--- src/rtl/muldiv_sequencer_if.sv ---
// Request and write-back handshake bundle between the control FSM / register file and muldiv_sequencer.
interface muldiv_sequencer_if #(parameter int unsigned XLEN = 32);
  logic            start;
  logic [1:0]      op;
  logic [XLEN-1:0] a;
  logic [XLEN-1:0] b;
  logic [3:0]      rd_lo;
  logic [3:0]      rd_hi;
  logic            busy;
  logic            wb_valid;
  logic            wb_ready;
  logic [3:0]      wb_addr;
  logic [XLEN-1:0] wb_data;
  logic [1:0]      flags;
  logic            div_by_zero;

  modport master (
    output start, op, a, b, rd_lo, rd_hi, wb_ready,
    input  busy, wb_valid, wb_addr, wb_data, flags, div_by_zero
  );

  modport slave (
    input  start, op, a, b, rd_lo, rd_hi, wb_ready,
    output busy, wb_valid, wb_addr, wb_data, flags, div_by_zero
  );
endinterface

--- src/rtl/muldiv_sequencer.sv ---
// Iterative 32-step MUL/UMULL/SMULL/DIV engine with valid/ready write-back of one or two words.
// Optional MULDIV_SMULL_EN: op 10 becomes a signed 64-bit multiply; otherwise it behaves as UMULL.
module muldiv_sequencer (
  input logic               clk,
  input logic               reset,
  muldiv_sequencer_if.slave bus
);
  localparam int unsigned XLEN = 32;
  localparam int unsigned CW   = 6;
  localparam logic [1:0]  OP_UMULL = 2'b01;
  localparam logic [1:0]  OP_SMULL = 2'b10;
  localparam logic [1:0]  OP_DIV   = 2'b11;

  typedef enum logic [1:0] {IDLE, CALC, WB_LO, WB_HI} state_t;

  state_t              state_q, state_n;
  logic [CW-1:0]       cnt_q, cnt_n;
  logic [1:0]          op_q, op_n;
  logic [3:0]          rd_lo_q, rd_lo_n;
  logic [3:0]          rd_hi_q, rd_hi_n;
  logic [XLEN-1:0]     mcand_q, mcand_n;   // multiplicand, or divisor for DIV
  logic [2*XLEN-1:0]   prod_q, prod_n;     // low half holds dividend/quotient for DIV
  logic [XLEN:0]       rem_q, rem_n;
  logic [XLEN-1:0]     hi_q, hi_n;
  logic                busy_q, busy_n;
  logic                wb_valid_q, wb_valid_n;
  logic [3:0]          wb_addr_q, wb_addr_n;
  logic [XLEN-1:0]     wb_data_q, wb_data_n;
  logic [1:0]          flags_q, flags_n;
  logic                dbz_q, dbz_n;
`ifdef MULDIV_SMULL_EN
  logic                neg_q, neg_n;
`endif

  logic                long_op;
  logic [XLEN:0]       add_sum;
  logic [2*XLEN-1:0]   mul_step;
  logic [2*XLEN-1:0]   mul_res;
  logic [XLEN+1:0]     div_shift;
  logic [XLEN+1:0]     div_diff;
  logic                div_ge;
  logic [XLEN-1:0]     div_quo;
  logic [2*XLEN-1:0]   result;
  logic [XLEN-1:0]     a_mag;
  logic [XLEN-1:0]     b_mag;

  function automatic logic [1:0] flags_of(input logic [2*XLEN-1:0] r, input logic long_r);
    return long_r ? {r[2*XLEN-1], r == '0} : {r[XLEN-1], r[XLEN-1:0] == '0};
  endfunction

  assign long_op = (op_q == OP_UMULL) || (op_q == OP_SMULL);

  // One shift-add step and one restoring-division step, both from current register state
  always_comb begin : step_logic
    add_sum   = prod_q[0] ? ({1'b0, prod_q[2*XLEN-1:XLEN]} + {1'b0, mcand_q})
                          : {1'b0, prod_q[2*XLEN-1:XLEN]};
    mul_step  = {add_sum, prod_q[XLEN-1:1]};
`ifdef MULDIV_SMULL_EN
    mul_res   = neg_q ? (~mul_step + (2*XLEN)'(1)) : mul_step;
`else
    mul_res   = mul_step;
`endif
    div_shift = {rem_q, prod_q[XLEN-1]};
    div_ge    = div_shift >= (XLEN+2)'(mcand_q);
    div_diff  = div_shift - (XLEN+2)'(mcand_q);
    div_quo   = {prod_q[XLEN-2:0], div_ge};
    result    = (op_q == OP_DIV) ? {{XLEN{1'b0}}, div_quo} : mul_res;
  end

  // Operand magnitudes are only taken for a signed long multiply
  always_comb begin : operand_mag
`ifdef MULDIV_SMULL_EN
    a_mag = (bus.op == OP_SMULL && bus.a[XLEN-1]) ? (~bus.a + XLEN'(1)) : bus.a;
    b_mag = (bus.op == OP_SMULL && bus.b[XLEN-1]) ? (~bus.b + XLEN'(1)) : bus.b;
`else
    a_mag = bus.a;
    b_mag = bus.b;
`endif
  end

  always_comb begin : next_state
    state_n    = state_q;
    cnt_n      = cnt_q;
    op_n       = op_q;
    rd_lo_n    = rd_lo_q;
    rd_hi_n    = rd_hi_q;
    mcand_n    = mcand_q;
    prod_n     = prod_q;
    rem_n      = rem_q;
    hi_n       = hi_q;
    busy_n     = busy_q;
    wb_valid_n = wb_valid_q;
    wb_addr_n  = wb_addr_q;
    wb_data_n  = wb_data_q;
    flags_n    = flags_q;
    dbz_n      = dbz_q;
`ifdef MULDIV_SMULL_EN
    neg_n      = neg_q;
`endif

    case (state_q)
      IDLE: begin
        if (bus.start) begin
          op_n    = bus.op;
          rd_lo_n = bus.rd_lo;
          rd_hi_n = bus.rd_hi;
          cnt_n   = '0;
          rem_n   = '0;
          busy_n  = 1'b1;
          dbz_n   = 1'b0;
          hi_n    = '0;
`ifdef MULDIV_SMULL_EN
          neg_n   = (bus.op == OP_SMULL) && (bus.a[XLEN-1] ^ bus.b[XLEN-1]);
`endif
          if (bus.op == OP_DIV) begin
            mcand_n = bus.b;
            prod_n  = {{XLEN{1'b0}}, bus.a};
          end else begin
            mcand_n = a_mag;
            prod_n  = {{XLEN{1'b0}}, b_mag};
          end
          // Divide by zero skips the iterations and reports an all-ones quotient
          if (bus.op == OP_DIV && bus.b == '0) begin
            state_n    = WB_LO;
            dbz_n      = 1'b1;
            wb_valid_n = 1'b1;
            wb_addr_n  = bus.rd_lo;
            wb_data_n  = '1;
            flags_n    = 2'b10;
          end else begin
            state_n = CALC;
          end
        end
      end

      CALC: begin
        cnt_n = cnt_q + CW'(1);
        if (op_q == OP_DIV) begin
          prod_n[XLEN-1:0] = div_quo;
          rem_n            = div_ge ? (XLEN+1)'(div_diff) : (XLEN+1)'(div_shift);
        end else begin
          prod_n = mul_step;
        end
        if (cnt_q == CW'(XLEN - 1)) begin
          state_n    = WB_LO;
          wb_valid_n = 1'b1;
          wb_addr_n  = rd_lo_q;
          wb_data_n  = result[XLEN-1:0];
          hi_n       = result[2*XLEN-1:XLEN];
          flags_n    = flags_of(result, long_op);
        end
      end

      WB_LO: begin
        if (bus.wb_ready) begin
          if (long_op) begin
            state_n   = WB_HI;
            wb_addr_n = rd_hi_q;
            wb_data_n = hi_q;
          end else begin
            state_n    = IDLE;
            busy_n     = 1'b0;
            wb_valid_n = 1'b0;
            wb_addr_n  = '0;
            wb_data_n  = '0;
            flags_n    = 2'b00;
          end
        end
      end

      WB_HI: begin
        if (bus.wb_ready) begin
          state_n    = IDLE;
          busy_n     = 1'b0;
          wb_valid_n = 1'b0;
          wb_addr_n  = '0;
          wb_data_n  = '0;
          flags_n    = 2'b00;
        end
      end

      default: state_n = IDLE;
    endcase
  end

  always_ff @(posedge clk or posedge reset) begin : state_reg
    if (reset) begin
      state_q    <= IDLE;
      cnt_q      <= '0;
      op_q       <= '0;
      rd_lo_q    <= '0;
      rd_hi_q    <= '0;
      mcand_q    <= '0;
      prod_q     <= '0;
      rem_q      <= '0;
      hi_q       <= '0;
      busy_q     <= 1'b0;
      wb_valid_q <= 1'b0;
      wb_addr_q  <= '0;
      wb_data_q  <= '0;
      flags_q    <= 2'b00;
      dbz_q      <= 1'b0;
`ifdef MULDIV_SMULL_EN
      neg_q      <= 1'b0;
`endif
    end else begin
      state_q    <= state_n;
      cnt_q      <= cnt_n;
      op_q       <= op_n;
      rd_lo_q    <= rd_lo_n;
      rd_hi_q    <= rd_hi_n;
      mcand_q    <= mcand_n;
      prod_q     <= prod_n;
      rem_q      <= rem_n;
      hi_q       <= hi_n;
      busy_q     <= busy_n;
      wb_valid_q <= wb_valid_n;
      wb_addr_q  <= wb_addr_n;
      wb_data_q  <= wb_data_n;
      flags_q    <= flags_n;
      dbz_q      <= dbz_n;
`ifdef MULDIV_SMULL_EN
      neg_q      <= neg_n;
`endif
    end
  end

  assign bus.busy        = busy_q;
  assign bus.wb_valid    = wb_valid_q;
  assign bus.wb_addr     = wb_addr_q;
  assign bus.wb_data     = wb_data_q;
  assign bus.flags       = flags_q;
  assign bus.div_by_zero = dbz_q;
endmodule

--- src/flat_wrapper.sv ---
// flat-port wrapper written by rule: the top's interface ports become plain ports
module muldiv_sequencer_flat 
  (clk, reset, bus_start, bus_op, bus_a, bus_b, bus_rd_lo, bus_rd_hi, bus_wb_ready, bus_busy, bus_wb_valid, bus_wb_addr, bus_wb_data, bus_flags, bus_div_by_zero);
  muldiv_sequencer_if bus_i ();
  input logic clk;
  input logic reset;
  input wire logic [$bits(bus_i.start)-1:0] bus_start;
  input wire logic [$bits(bus_i.op)-1:0] bus_op;
  input wire logic [$bits(bus_i.a)-1:0] bus_a;
  input wire logic [$bits(bus_i.b)-1:0] bus_b;
  input wire logic [$bits(bus_i.rd_lo)-1:0] bus_rd_lo;
  input wire logic [$bits(bus_i.rd_hi)-1:0] bus_rd_hi;
  input wire logic [$bits(bus_i.wb_ready)-1:0] bus_wb_ready;
  output wire logic [$bits(bus_i.busy)-1:0] bus_busy;
  output wire logic [$bits(bus_i.wb_valid)-1:0] bus_wb_valid;
  output wire logic [$bits(bus_i.wb_addr)-1:0] bus_wb_addr;
  output wire logic [$bits(bus_i.wb_data)-1:0] bus_wb_data;
  output wire logic [$bits(bus_i.flags)-1:0] bus_flags;
  output wire logic [$bits(bus_i.div_by_zero)-1:0] bus_div_by_zero;
  assign bus_i.start = bus_start;
  assign bus_i.op = bus_op;
  assign bus_i.a = bus_a;
  assign bus_i.b = bus_b;
  assign bus_i.rd_lo = bus_rd_lo;
  assign bus_i.rd_hi = bus_rd_hi;
  assign bus_i.wb_ready = bus_wb_ready;
  assign bus_busy = bus_i.busy;
  assign bus_wb_valid = bus_i.wb_valid;
  assign bus_wb_addr = bus_i.wb_addr;
  assign bus_wb_data = bus_i.wb_data;
  assign bus_flags = bus_i.flags;
  assign bus_div_by_zero = bus_i.div_by_zero;
  muldiv_sequencer u_core (.clk(clk), .reset(reset), .bus(bus_i));
endmodule
--- config.mk ---
export PLATFORM = sky130hd
export DESIGN_NAME = muldiv_sequencer_flat
export DESIGN_NICKNAME = d
export VERILOG_FILES = /design/src/rtl/muldiv_sequencer_if.sv /design/src/rtl/muldiv_sequencer.sv /design/src/flat_wrapper.sv
export SDC_FILE = /design/constraint.sdc
export NUM_CORES = 1
export LEC_CHECK = 0
export BUFFER_PORTS_ARGS = -buffer_cell sky130_fd_sc_hd__buf_2
export CAP_MARGIN = 20
export CORE_ASPECT_RATIO = 1.4
export CORE_MARGIN = 3
export CORE_UTILIZATION = 65
export CTS_CLUSTER_DIAMETER = 40
export CTS_CLUSTER_SIZE = 24
export DETAILED_ROUTE_END_ITERATION = 12
export PLACE_DENSITY = 0.86
export SETUP_SLACK_MARGIN = 0.5
export SYNTH_ARGS = -nofsm -noshare
export SYNTH_HDL_FRONTEND = slang
export SYNTH_SLANG_ARGS = --single-unit
--- constraint.sdc ---
create_clock -name clk -period 24 [get_ports clk]
set_clock_uncertainty 0.2 [all_clocks]
set_input_delay 4.8 -clock clk [delete_from_list [all_inputs] [get_ports clk]]
set_output_delay 4.8 -clock clk [all_outputs]
set_load 0.02 [all_outputs]
# Yosys cells after proc, flatten, opt, wreduce, memory -nomap -nowiden
# Index checks and enable logic that the tools add are counted.
# totals
reg_bits	220
input_bits	78
wordCells	108
output_inout_bits	41
# op_classes
n_eq_ne	16
n_reduce_logical	17
order_cmp	1
n_addsub	3
mux	55
# ops
operator	n
$mux 32	12
$mux 33	4
$mux 64	2
$pmux 32 s4	1
$pmux 64 s2	1
$pmux 33 s2	1
$logic_not 32->1	2
$logic_not 64->1	1
$pmux 32 s2	1
$ge 34x32->1	1
$add 32x32->33	1
$sub 33x32->33	1
$mux 2	12
$mux 4	6
$pmux 2 s4	2
$pmux 4 s4	1
$pmux 6 s2	1
$eq 2x2->1 const B	5
$ne 2x2->1 const B	5
$reduce_and 5->1	2
$reduce_and 3->1	3
$mux 1	8
$add 6x1->6 const B	1
$eq 6x5->1 const B	1
13 further kinds	17

# Logic depth before layout (Yosys ltp)
# Gate-level depths: netlist of the first run.
# logic_depth
ltp_word	7
mapped_depth	15
mapped_depth_nobuf	13

# Worst setup path after synthesis of the first run
# OpenSTA, ideal clock, no wires.
# synth_timing
path_kind	input to register
start	input port bus_b[13]
end	register u_core.state_q[1]
setup_ns	0.083
path_buffers	2
arrival_time_ns	6.758
cell_stages	9
path_slack_ns	16.959
path_cell_list	or4_1 -> nor4_1 -> nand2_1 -> o21ai_0 -> mux2_2 -> clkbuf_1 -> clkbuf_1 -> o21ai_0 -> o21ai_0
# synth_via
elab_chain_cells	5
# synth_rtl
element	line_no	rtl
start, declared	flat_wrapper.sv:10	input wire logic [$bits(bus_i.b)-1:0] bus_b;
$logic_not 32->1	muldiv_sequencer.sv:123	if (bus.op == OP_DIV && bus.b == '0) begin
$logic_and 1x1->1	muldiv_sequencer.sv:123	
$mux 2	muldiv_sequencer.sv:123	
$mux 2	muldiv_sequencer.sv:103	if (bus.start) begin
$pmux 2 s4	muldiv_sequencer.sv:101	case (state_q)
end signal, assigned	muldiv_sequencer.sv:207	state_q <= state_n;
end, declared	muldiv_sequencer.sv:16	state_t state_q, state_n;
# No other way between the ends. The select of a mux whose other input is x is not followed.
# A chain may end at the register's enable or synchronous reset.

# Worst setup path after layout of the first run
# layout_timing
start	input port bus_b[5]
end	register u_core.flags_q[0] (netlist: u_core.bus.flags[0])
# layout_via
elab_chain_cells	4
# layout_rtl
element	line_no	rtl
$logic_not 32->1	muldiv_sequencer.sv:123	
$logic_and 1x1->1	muldiv_sequencer.sv:123	
$ne 2x1->1 (no source line)	n/a	
$reduce_and 6->1 (no source line)	n/a	
end signal, assigned	muldiv_sequencer.sv:220	flags_q <= flags_n;
end, declared	muldiv_sequencer.sv:29	logic [1:0] flags_q, flags_n;
# No other way between the ends.

==> impl_metrics.yaml, run 1 <==
status:
  outcome: "complete, no violations"
worst_setup_path:
  cp_slowest_cell: "mux2_2"
  worst-r2r-setup-slack_ns: 19.73
  cp-end-kind: "flop"
  cp_cell_sequence: "buf_2 -> nor4_1 -> nand4_1 -> nor4_1 -> nand2_1 -> o21ai_0 -> mux2_2 -> and2b_1 -> and2b_1 -> a31oi_1 -> o21ai_1"
  endpoint: "u_core.bus.flags[0]"
  cp.buffers_inverters: 1
  crit_family: "simple AND/OR/NAND/NOR gates"
  cp_num_cells: 11
  crit_type: "in2reg"
  slowest_delay_ns: 0.87
  critPathArrivalTime_ns: 8.82
  r2r-start: "u_core.mcand_q[1]"
  r2r_cells: 12
  startpoint_type: "input port"
  crit_start: "bus_b[5]"
  required_ns: 24.24
  timing.rr.end: "u_core.bus.flags[0]"
  worstPathMaxFanout: 57
worst_hold_path:
  hp-class: "reg2reg"
logic_synthesis:
  yosysTopAreaCell: "dfrtp_1"
  synthFlopType: "dfrtp_1"
  ys_ff_latch: 220
  seq_area_frac_synth_pct: 38.1
  synth_top_family_by_area: "compound AO/OA/AOI/OAI gates"
  avgSynthCellArea_sq_um: 8.62
  netlist_area_sq_mm: 0.0144
  synth_xor_area_share_pct: 2.12
  yosysWarnings: 0
  synthMuxAreaShare_pct: 8.20
  yosys-top-cells-area: "dfrtp_1 38%, nand2_1 6.9%, mux2i_1 6.8%"
  synth_fa_ha_area_share_pct: 6.00
  synthSimpleGateAreaFrac_pct: 17.6
  yosys.area.top_type_share_pct: 38.1
  synth_edf_count: 0
  syn-num-nets: 1820
  yosysUniqueCellTypes: 85
  synthCells: 1674
  synth_compound_area_share_pct: 23.6
  async_flop_share_pct: 100
cells_and_area:
  final_cells: 2073
  area_growth_pct: 13.0
  final_common_cell: "nand2_1"
  final_area_sq_mm: 0.0163
  drive_gt1_share_pct: 14.0
  antenna_cells: 0
  final_cell_mix: "265 x nand2_1, 220 x dfrtp_1, 149 x o21ai_0, 124 x nor2_1, 118 x buf_2"
  finish.net_count: 1905
job:
  max_cap_viol_count: 0
routing:
  drc: 0
  wl_mm: 45.9
  drtAntennaViolNets: 0
  routed_via_density: 6.63
  routedWlPerCell_um: 22.2
  first_pass_iters: 6
  drt_iter0_drc: 1214
  vias: 13700
clock_tree:
  insertion_delay_ns: 0.57
  root_buffer: "clkbuf_16"
  clockBufferDepth: 3
  htreeDepth: 1
  cts_buffers: 29
  cts_hold_buf: 0
  cts_setup_buffers: 0
  cts.sink_count: 220
  cts_resized: 0
  clk_pin_slew_ns: 0.06
  cts_tree: "built"
placed_design:
  place_area_sq_mm: 0.0152
  gp_congestion: 0.994
  dpl.cell_count: 2018
  io_buffers: 118
  dp_hpwl_mm: 33.9
die:
  die_w_um: 132
  fp-row-count: 63
  fp.dieArea_sq_mm: 0.0241
  die_y_um: 182
  start_util_pct: 67.1
  core_area_sq_mm: 0.0215
  num_io_pins: 119
grt:
  antenna_found_initial: 2
  grt_use_total_pct: 37.5
  grt_pass1_wl_mm: 72.4
  grt-ovfl-total: 0
  grt_pass1_vias: 13300
  grt_start_max_net_pins: 100
timing:
  slew_viol_final: 0
  tns_ns: 0
  relSlewSlack_pct: 28.1
  fmax_mhz: 117
  min_period_ns: 8.58
  finalSetupViolCount: 0
  final_hold_viol_count: 0
  worstMarginPinSlew_ns: 1.08
  post-route-period-util_pct: 35.7
  rsz0062_at_grt: "false"
pwr:
  p_leak_uw: 0.00760
  vdd_drop_max_uv: 101
  powerDensity_mw_per_mm2: 178
cells in the mapped netlist (8+ instances only):
library cell  count
o31ai_1          10
nor3_1           32
o21ai_1          22
o211ai_1         29
nor2b_1          14
o21ai_0         149
a21oi_1         114
buf_1            13
nor2_1          126
xor2_1           19
mux2_2           18
xnor2_1          16
o21a_1           18
ha_1             66
a21o_1           26
a211oi_1         23
clkbuf_1         62
mux2i_1          98
a22o_1           26
nand2b_1          9
nand2_1         267
nand3_1          30
nor4_1           17
or3_1             8
nand4_1          22
dfrtp_1         220
inv_1            57
a31oi_1          27
worst min-delay path, stage by stage (launching register included):
cell and delay [ns]:
dfrtp_1 0.34, nand2_1 0.05, nand2_1 0.05
layout make-up:
| cell class | instances | area (sq um) |
|---|---|---|
| timing repair buffer | 144 | 795 |
| clock buffer | 38 | 790 |
| fill | 1596 | 5220 |
| multi-input combinational | 1305 | 8350 |
| clock inverter | 15 | 272 |
| sequential | 220 | 5510 |
| inverter | 59 | 229 |
| tap | 292 | 365 |
per-layer routing:
| metal | up-vias | GRT usage (%) | share of wire (%) |
|---|---|---|---|
| li1 | 6269 | - | - |
| met1 | 6602 | 47.0 | 38 |
| met2 | 670 | 60.8 | 47 |
| met3 | 194 | 4.66 | 7.3 |
| met4 | 4 | 25.8 | 8.2 |
| met5 | - | 0 | 0.061 |
kinds of logic (layout without fill, tap and decap cells):
| logic type | count (synthesis) | in the layout |
|---|---|---|
| AOI/OAI and AO/OA | 522 | 522 |
| xor gates and xnor gates | 35 | 35 |
| adders and majority gates | 68 | 68 |
| buffers and inverters | 149 | 256 |
| DFF | 220 | 220 |
| muxes | 116 | 116 |
| and+or+nand+nor | 564 | 564 |
flip-flops by register name, summed over array words and instances, names as in the netlist:
register,cells
u_core.bus.busy,1
u_core.bus.div_by_zero,1
u_core.bus.flags,2
u_core.bus.wb_addr,4
u_core.bus.wb_data,32
u_core.bus.wb_valid,1
u_core.cnt_q,6
u_core.hi_q,32
u_core.mcand_q,32
u_core.op_q,2
u_core.prod_q,64
u_core.rd_hi_q,4
u_core.rd_lo_q,4
u_core.rem_q,33
u_core.state_q,2
per-stage QoR:
stage	util (%)	total power [uW]	hold WS [ns]	worst slack [ns]
floorplan	-	1910	0.237	12.98
global placement	70.7	2320	0.255	15.10
detailed placement	70.7	2380	0.260	15.02
CTS	75.6	2860	0.284	15.69
global route	75.7	3100	0.301	15.47
finish	75.7	2900	0.278	15.42
where the power goes:
part,switching [uW],internal [uW],leakage (uW)
registers,159,531,0.00278
logic,1090,641,0.00431
clock network,175,298,0.000509
worst min path at each step:
stage                     slack [ns]           endpoint  cells past startpoint              start
final                           0.28  u_core.rd_hi_q[1]                      2  u_core.rd_hi_q[1]
after detailed placement        0.26  u_core.rd_hi_q[2]                      2  u_core.rd_hi_q[2]
after CTS                       0.28  u_core.rd_hi_q[2]                      2  u_core.rd_hi_q[2]
after floorplan                 0.24  u_core.rd_hi_q[0]                      2  u_core.rd_hi_q[0]
after global placement          0.26  u_core.rd_hi_q[0]                      2  u_core.rd_hi_q[0]
after global routing            0.30  u_core.rd_hi_q[3]                      2  u_core.rd_hi_q[3]
(Power assumes the default switching activity.)
==> run 2: changes to the inputs <==
Settings changed: CORE_UTILIZATION 65 to 61, PLACE_DENSITY 0.86 to 0.81.
Clock period 24 ns to 7.9 ns, I/O delays scaled along.
==> run 2 against run 1 <==
Compared with the run above:
- non-clock buffer count stayed put
- clock power grew to 3.0 times the previous value
- final cell count is 0.77% higher
- count of clock-buffer cells in the layout is 5 lower
- sequential power grew to 3.0 times the previous value
- utilization is 5.6 points lower
- sequential cell count stayed put
- global-route usage is 1.4 points lower
- die area is 6.3% higher
- wire length is 0.30% higher
- total power grew to 3.0 times the previous value
- final area is 0.22% higher
- largest cell class unchanged
==> impl_metrics.yaml, run 2 (same netlist as run 1, synthesis figures left out) <==
die:
  core_area_sq_mm: 0.0233
  num_io_pins: 119
  start_util_pct: 62.0
  die_w_um: 136
  fp.dieArea_sq_mm: 0.0256
  die_y_um: 188
  fp-row-count: 66
worst_setup_path:
  cp_slowest_cell: "nor4_1"
  cp.buffers_inverters: 1
  required_ns: 8.16
  slowest_delay_ns: 1.03
  critPathArrivalTime_ns: 5.83
  crit_type: "in2reg"
  crit_start: "bus_b[5]"
  r2r-start: "u_core.mcand_q[0]"
  worst-r2r-setup-slack_ns: 3.62
  timing.rr.end: "u_core.bus.flags[0]"
  cp_num_cells: 11
  worstPathMaxFanout: 57
  cp_cell_sequence: "buf_2 -> nor4_1 -> nand4_1 -> nor4_1 -> nand2_1 -> o21ai_0 -> mux2_2 -> and2b_1 -> and2b_1 -> a31oi_1 -> o21ai_1"
  startpoint_type: "input port"
  cp-end-kind: "flop"
  crit_family: "simple AND/OR/NAND/NOR gates"
  r2r_cells: 13
routing:
  drtAntennaViolNets: 0
  drc: 0
  wl_mm: 46.1
  drt_iter0_drc: 1291
  vias: 13600
  first_pass_iters: 7
  routedWlPerCell_um: 22.1
  routed_via_density: 6.50
timing:
  worstMarginPinSlew_ns: 1.23
  finalSetupViolCount: 0
  post-route-period-util_pct: 70.6
  min_period_ns: 5.57
  tns_ns: 0
  slew_viol_final: 0
  rsz0062_at_grt: "false"
  relSlewSlack_pct: 17.1
  final_hold_viol_count: 0
  fmax_mhz: 179
pwr:
  vdd_drop_max_uv: 349
  finalPower_uw: 8720
  p_leak_uw: 0.00760
  powerDensity_mw_per_mm2: 534
grt:
  grt_pass1_vias: 13100
  grt-ovfl-total: 0
  grt_start_max_net_pins: 78
  grt_pass1_wl_mm: 72.2
  antenna_found_initial: 3
  grt_use_total_pct: 36.1
job:
  max_cap_viol_count: 0
cells_and_area:
  final_cell_mix: "265 x nand2_1, 220 x dfrtp_1, 149 x o21ai_0, 124 x nor2_1, 118 x buf_2"
  final_cells: 2089
  area_growth_pct: 13.2
  final_util_pct: 70.1
  largest_reg_flops: 64
  reg.largest.list: "u_core.prod_q: 64 flops, u_core.rem_q: 33 flops"
  fillerInstances: 1903
  max_flop_register: "u_core.prod_q"
  finish.net_count: 1906
  final_common_cell: "nand2_1"
  drive_gt1_share_pct: 14.4
clock_tree:
  cts_buffers: 30
  clk_pin_slew_ns: 0.07
  insertion_delay_ns: 0.57
  cts_setup_buffers: 0
  cts_tree: "built"
  cts_resized: 0
  cts.sink_count: 220
  clockBufferDepth: 3
  cts_hold_buf: 0
  htreeDepth: 1
  root_buffer: "clkbuf_16"
placed_design:
  dpl.cell_count: 2033
  dp_hpwl_mm: 34.3
  io_buffers: 118
  gp_congestion: 0.970
worst_hold_path:
  worstHoldStart: "u_core.rd_lo_q[0]"
  hold_depth: 2
  hp-class: "reg2reg"
  min_to: "u_core.rd_lo_q[0]"
status:
  outcome: "complete, no violations"
-- run 2: worst max path at each step --
stage                                      to  slack, ns
final                     u_core.bus.flags[0]       2.33
after global routing      u_core.bus.flags[0]       2.49
after CTS                 u_core.bus.flags[0]       2.69
after detailed placement  u_core.bus.flags[0]       2.10
after global placement    u_core.bus.flags[0]       2.22
after floorplan               u_core.bus.busy       3.25
-- run 2: cell type report --
class	instances	area (sq um)	area share, %
inverter	59	225	1.38
sequential	220	5510	33.7
multi-input combinational	1305	8340	51.1
timing repair buffer	144	826	5.06
clock buffer	33	792	4.85
clock inverter	21	262	1.60
antenna	1	2.50	0.0153
tap	306	383	2.34
-- run 2: per-stage QoR --
stage / hold WS, ns / worst slack [ns] / area, sq um
6_report: 0.284 / 2.33 / 16300
5_1_grt: 0.307 / 2.49 / 16300
4_1_cts: 0.283 / 2.69 / 16300
3_5_place_dp: 0.259 / 2.10 / 15300
3_3_place_gp: 0.257 / 2.22 / 15200
2_1_floorplan: 0.237 / 3.25 / 14400
-- run 2: report_power, final --
group          leakage [uW]  internal, uW  switching [uW]
Combinational       0.00432          1940            3280
Clock              0.000502           816             586
Sequential          0.00278          1610             483
Total               0.00760          4370            4350
-- run 2: worst min-delay path, cell delays in order, from the launching register on --
cell     delay, ns
dfrtp_1       0.34
nand2_1       0.05
nand2_1       0.06
-- run 2: metal layers --
metal,track usage [%],share of wire (%)
met4,22.3,7.6
met5,0,0.056
met3,5.69,7.7
met1,45.8,38
met2,57.4,47
==> run 3: changes to the inputs <==
Clock period 7.9 ns to 5.36 ns, I/O delays scaled along.
==> run 3 against run 2 <==
Compared with the run above:
- worst setup slack lost 0.97 ns
- hold slack lost 0.0019 ns
- utilization grew 0.11 points
- via count grew 0.33%
- total power grew 49%
- non-clock buffer count grew 2
- sequential power grew 47%
- global-route usage grew 0.28 points
- combinational power grew 48%
- first-iteration DRC count shrank 12%
- critical endpoint unchanged
- highest routed layer unchanged
==> impl_metrics.yaml, run 3 (same netlist as run 1, synthesis figures left out) <==
cells_and_area:
  largest_reg_flops: 64
  final_util_pct: 70.3
  final_common_cell: "nand2_1"
  drive_gt1_share_pct: 14.6
  reg.largest.list: "u_core.prod_q: 64 flops, u_core.rem_q: 33 flops"
  area_growth_pct: 13.4
  fillerInstances: 1901
  regArea_sq_mm: 0.00551
  max_flop_register: "u_core.prod_q"
  multi_input_area_sq_mm: 0.00834
  finish.net_count: 1909
  final_cell_mix: "265 x nand2_1, 220 x dfrtp_1, 149 x o21ai_0, 124 x nor2_1, 118 x buf_2"
routing:
  drc: 0
  wl_met3_mm: 3.41
  drtAntennaViolNets: 0
  routedWlPerCell_um: 22.2
  routed.top_layer: "met5"
  wl_mm: 46.4
  dr_wl_met2_mm: 22.0
  routed_via_density: 6.51
  vias: 13600
  drt_iter0_drc: 1140
  first_pass_iters: 7
  wl_met1_mm: 17.6
clock_tree:
  cts_resized: 0
  cts_buffers: 31
  root_buffer: "clkbuf_16"
  clockBufferDepth: 3
  cts_setup_buffers: 0
  cts_tree: "built"
  htreeDepth: 1
  insertion_delay_ns: 0.59
  clk_pin_slew_ns: 0.07
  cts_hold_buf: 0
  cts.sink_count: 220
job:
  max_cap_viol_count: 0
timing:
  post-route-period-util_pct: 74.7
  finalSetupViolCount: 0
  rsz0062_at_grt: "false"
  fin_ws_ns: 1.36
  slew_viol_final: 0
  worstMarginPinSlew_ns: 1.07
  min_period_ns: 4.00
  holdWs_ns: 0.282
  relSlewSlack_pct: 28.6
  final_hold_viol_count: 0
  tns_ns: 0
  fmax_mhz: 250
placed_design:
  io_buffers: 118
  dp_hpwl_mm: 34.4
  pre_cts_slack_ns: 1.06
  gp_congestion: 1.04
die:
  num_io_pins: 119
  die_y_um: 188
  start_util_pct: 62.0
  fp-row-count: 66
  die_w_um: 136
  core_area_sq_mm: 0.0233
  fp.dieArea_sq_mm: 0.0256
pwr:
  powerDensity_mw_per_mm2: 792
  finalPower_uw: 13000
  p_leak_uw: 0.00763
  vdd_drop_max_uv: 374
worst_setup_path:
  worstPathMaxFanout: 7
  crit_type: "reg2reg"
  r2r_cells: 11
  critPathArrivalTime_ns: 4.33
  required_ns: 5.68
  startpoint_type: "flop"
  cp-end-kind: "flop"
grt:
  grt_use_total_pct: 36.3
  grt_pass1_wl_mm: 72.7
  grt-ovfl-total: 0
  antenna_found_initial: 3
  grt_start_max_net_pins: 105
  grt_pass1_vias: 13200
worst_hold_path:
  hold_depth: 2
  hp-class: "reg2reg"
status:
  outcome: "complete, no violations"
==> run 3: changes by cell type in the layout (fill, tap and decap cells not counted), sizes merged <==
| cell | change |
|---|---|
| clkinv | +6 |
| bufinv | +1 |
| clkinvlp | -4 |
| buf | +2 |
==> run 3: worst max-delay path, cell delays in order, from the launching register on <==
cell	delay [ns]
dfrtp_1	0.45
ha_1	0.39
o211ai_1	0.18
o211ai_2	0.28
nand3_1	0.28
a311oi_2	0.64
a31oi_1	0.16
nor3_1	0.52
o211ai_1	0.26
nor4_4	0.30
nand2_1	0.13
o21ai_1	0.14
==> run 3: worst paths after layout <==
kind                              startpoint                   to  slack, ns
hold / removal             u_core.rd_lo_q[3]    u_core.rd_lo_q[3]       0.28
setup reg to reg           u_core.mcand_q[2]  u_core.bus.flags[0]       1.36
min in group asynchronous              reset    u_core.rd_lo_q[1]       0.44
setup / recovery           u_core.mcand_q[2]  u_core.bus.flags[0]       1.36
max in group asynchronous              reset      u_core.rem_q[0]       3.46
hold reg to reg            u_core.rd_lo_q[3]    u_core.rd_lo_q[3]       0.28
==> run 3: report_power, final <==
group | internal, uW | switching (uW) | total (uW) | leakage, uW
clock | 1260 | 874 | 2130 | 0.000532
sequential | 2380 | 701 | 3080 | 0.00278
combinational | 2860 | 4880 | 7750 | 0.00432
total | 6500 | 6460 | 13000 | 0.00763
==> run 3: final cells by class <==
| cell class | count | area share (%) |
|---|---|---|
| multi-input cells | 1305 | 51.0 |
| flip-flops and latches | 220 | 33.6 |
| repair buffers | 146 | 5.05 |
| clock buffers | 33 | 4.91 |
| well taps | 306 | 2.34 |
| clock inverters | 24 | 1.69 |
| inverters | 59 | 1.38 |
| diodes | 1 | 0.0153 |
==> run 3: metrics by stage <==
step / instances / area, sq um
final: 2094 / 16400
after global routing: 2093 / 16400
after CTS: 2093 / 16400
after detailed placement: 2036 / 15300
after global placement: 2036 / 15300
after floorplan: 1674 / 14400
==> run 3: routing by layer <==
layer / vias to the layer above / global-route usage, %
met5: - / 0
met4: 4 / 21.4
met3: 180 / 5.69
met1: 6557 / 45.1
met2: 615 / 59.6
li1: 6274 / -
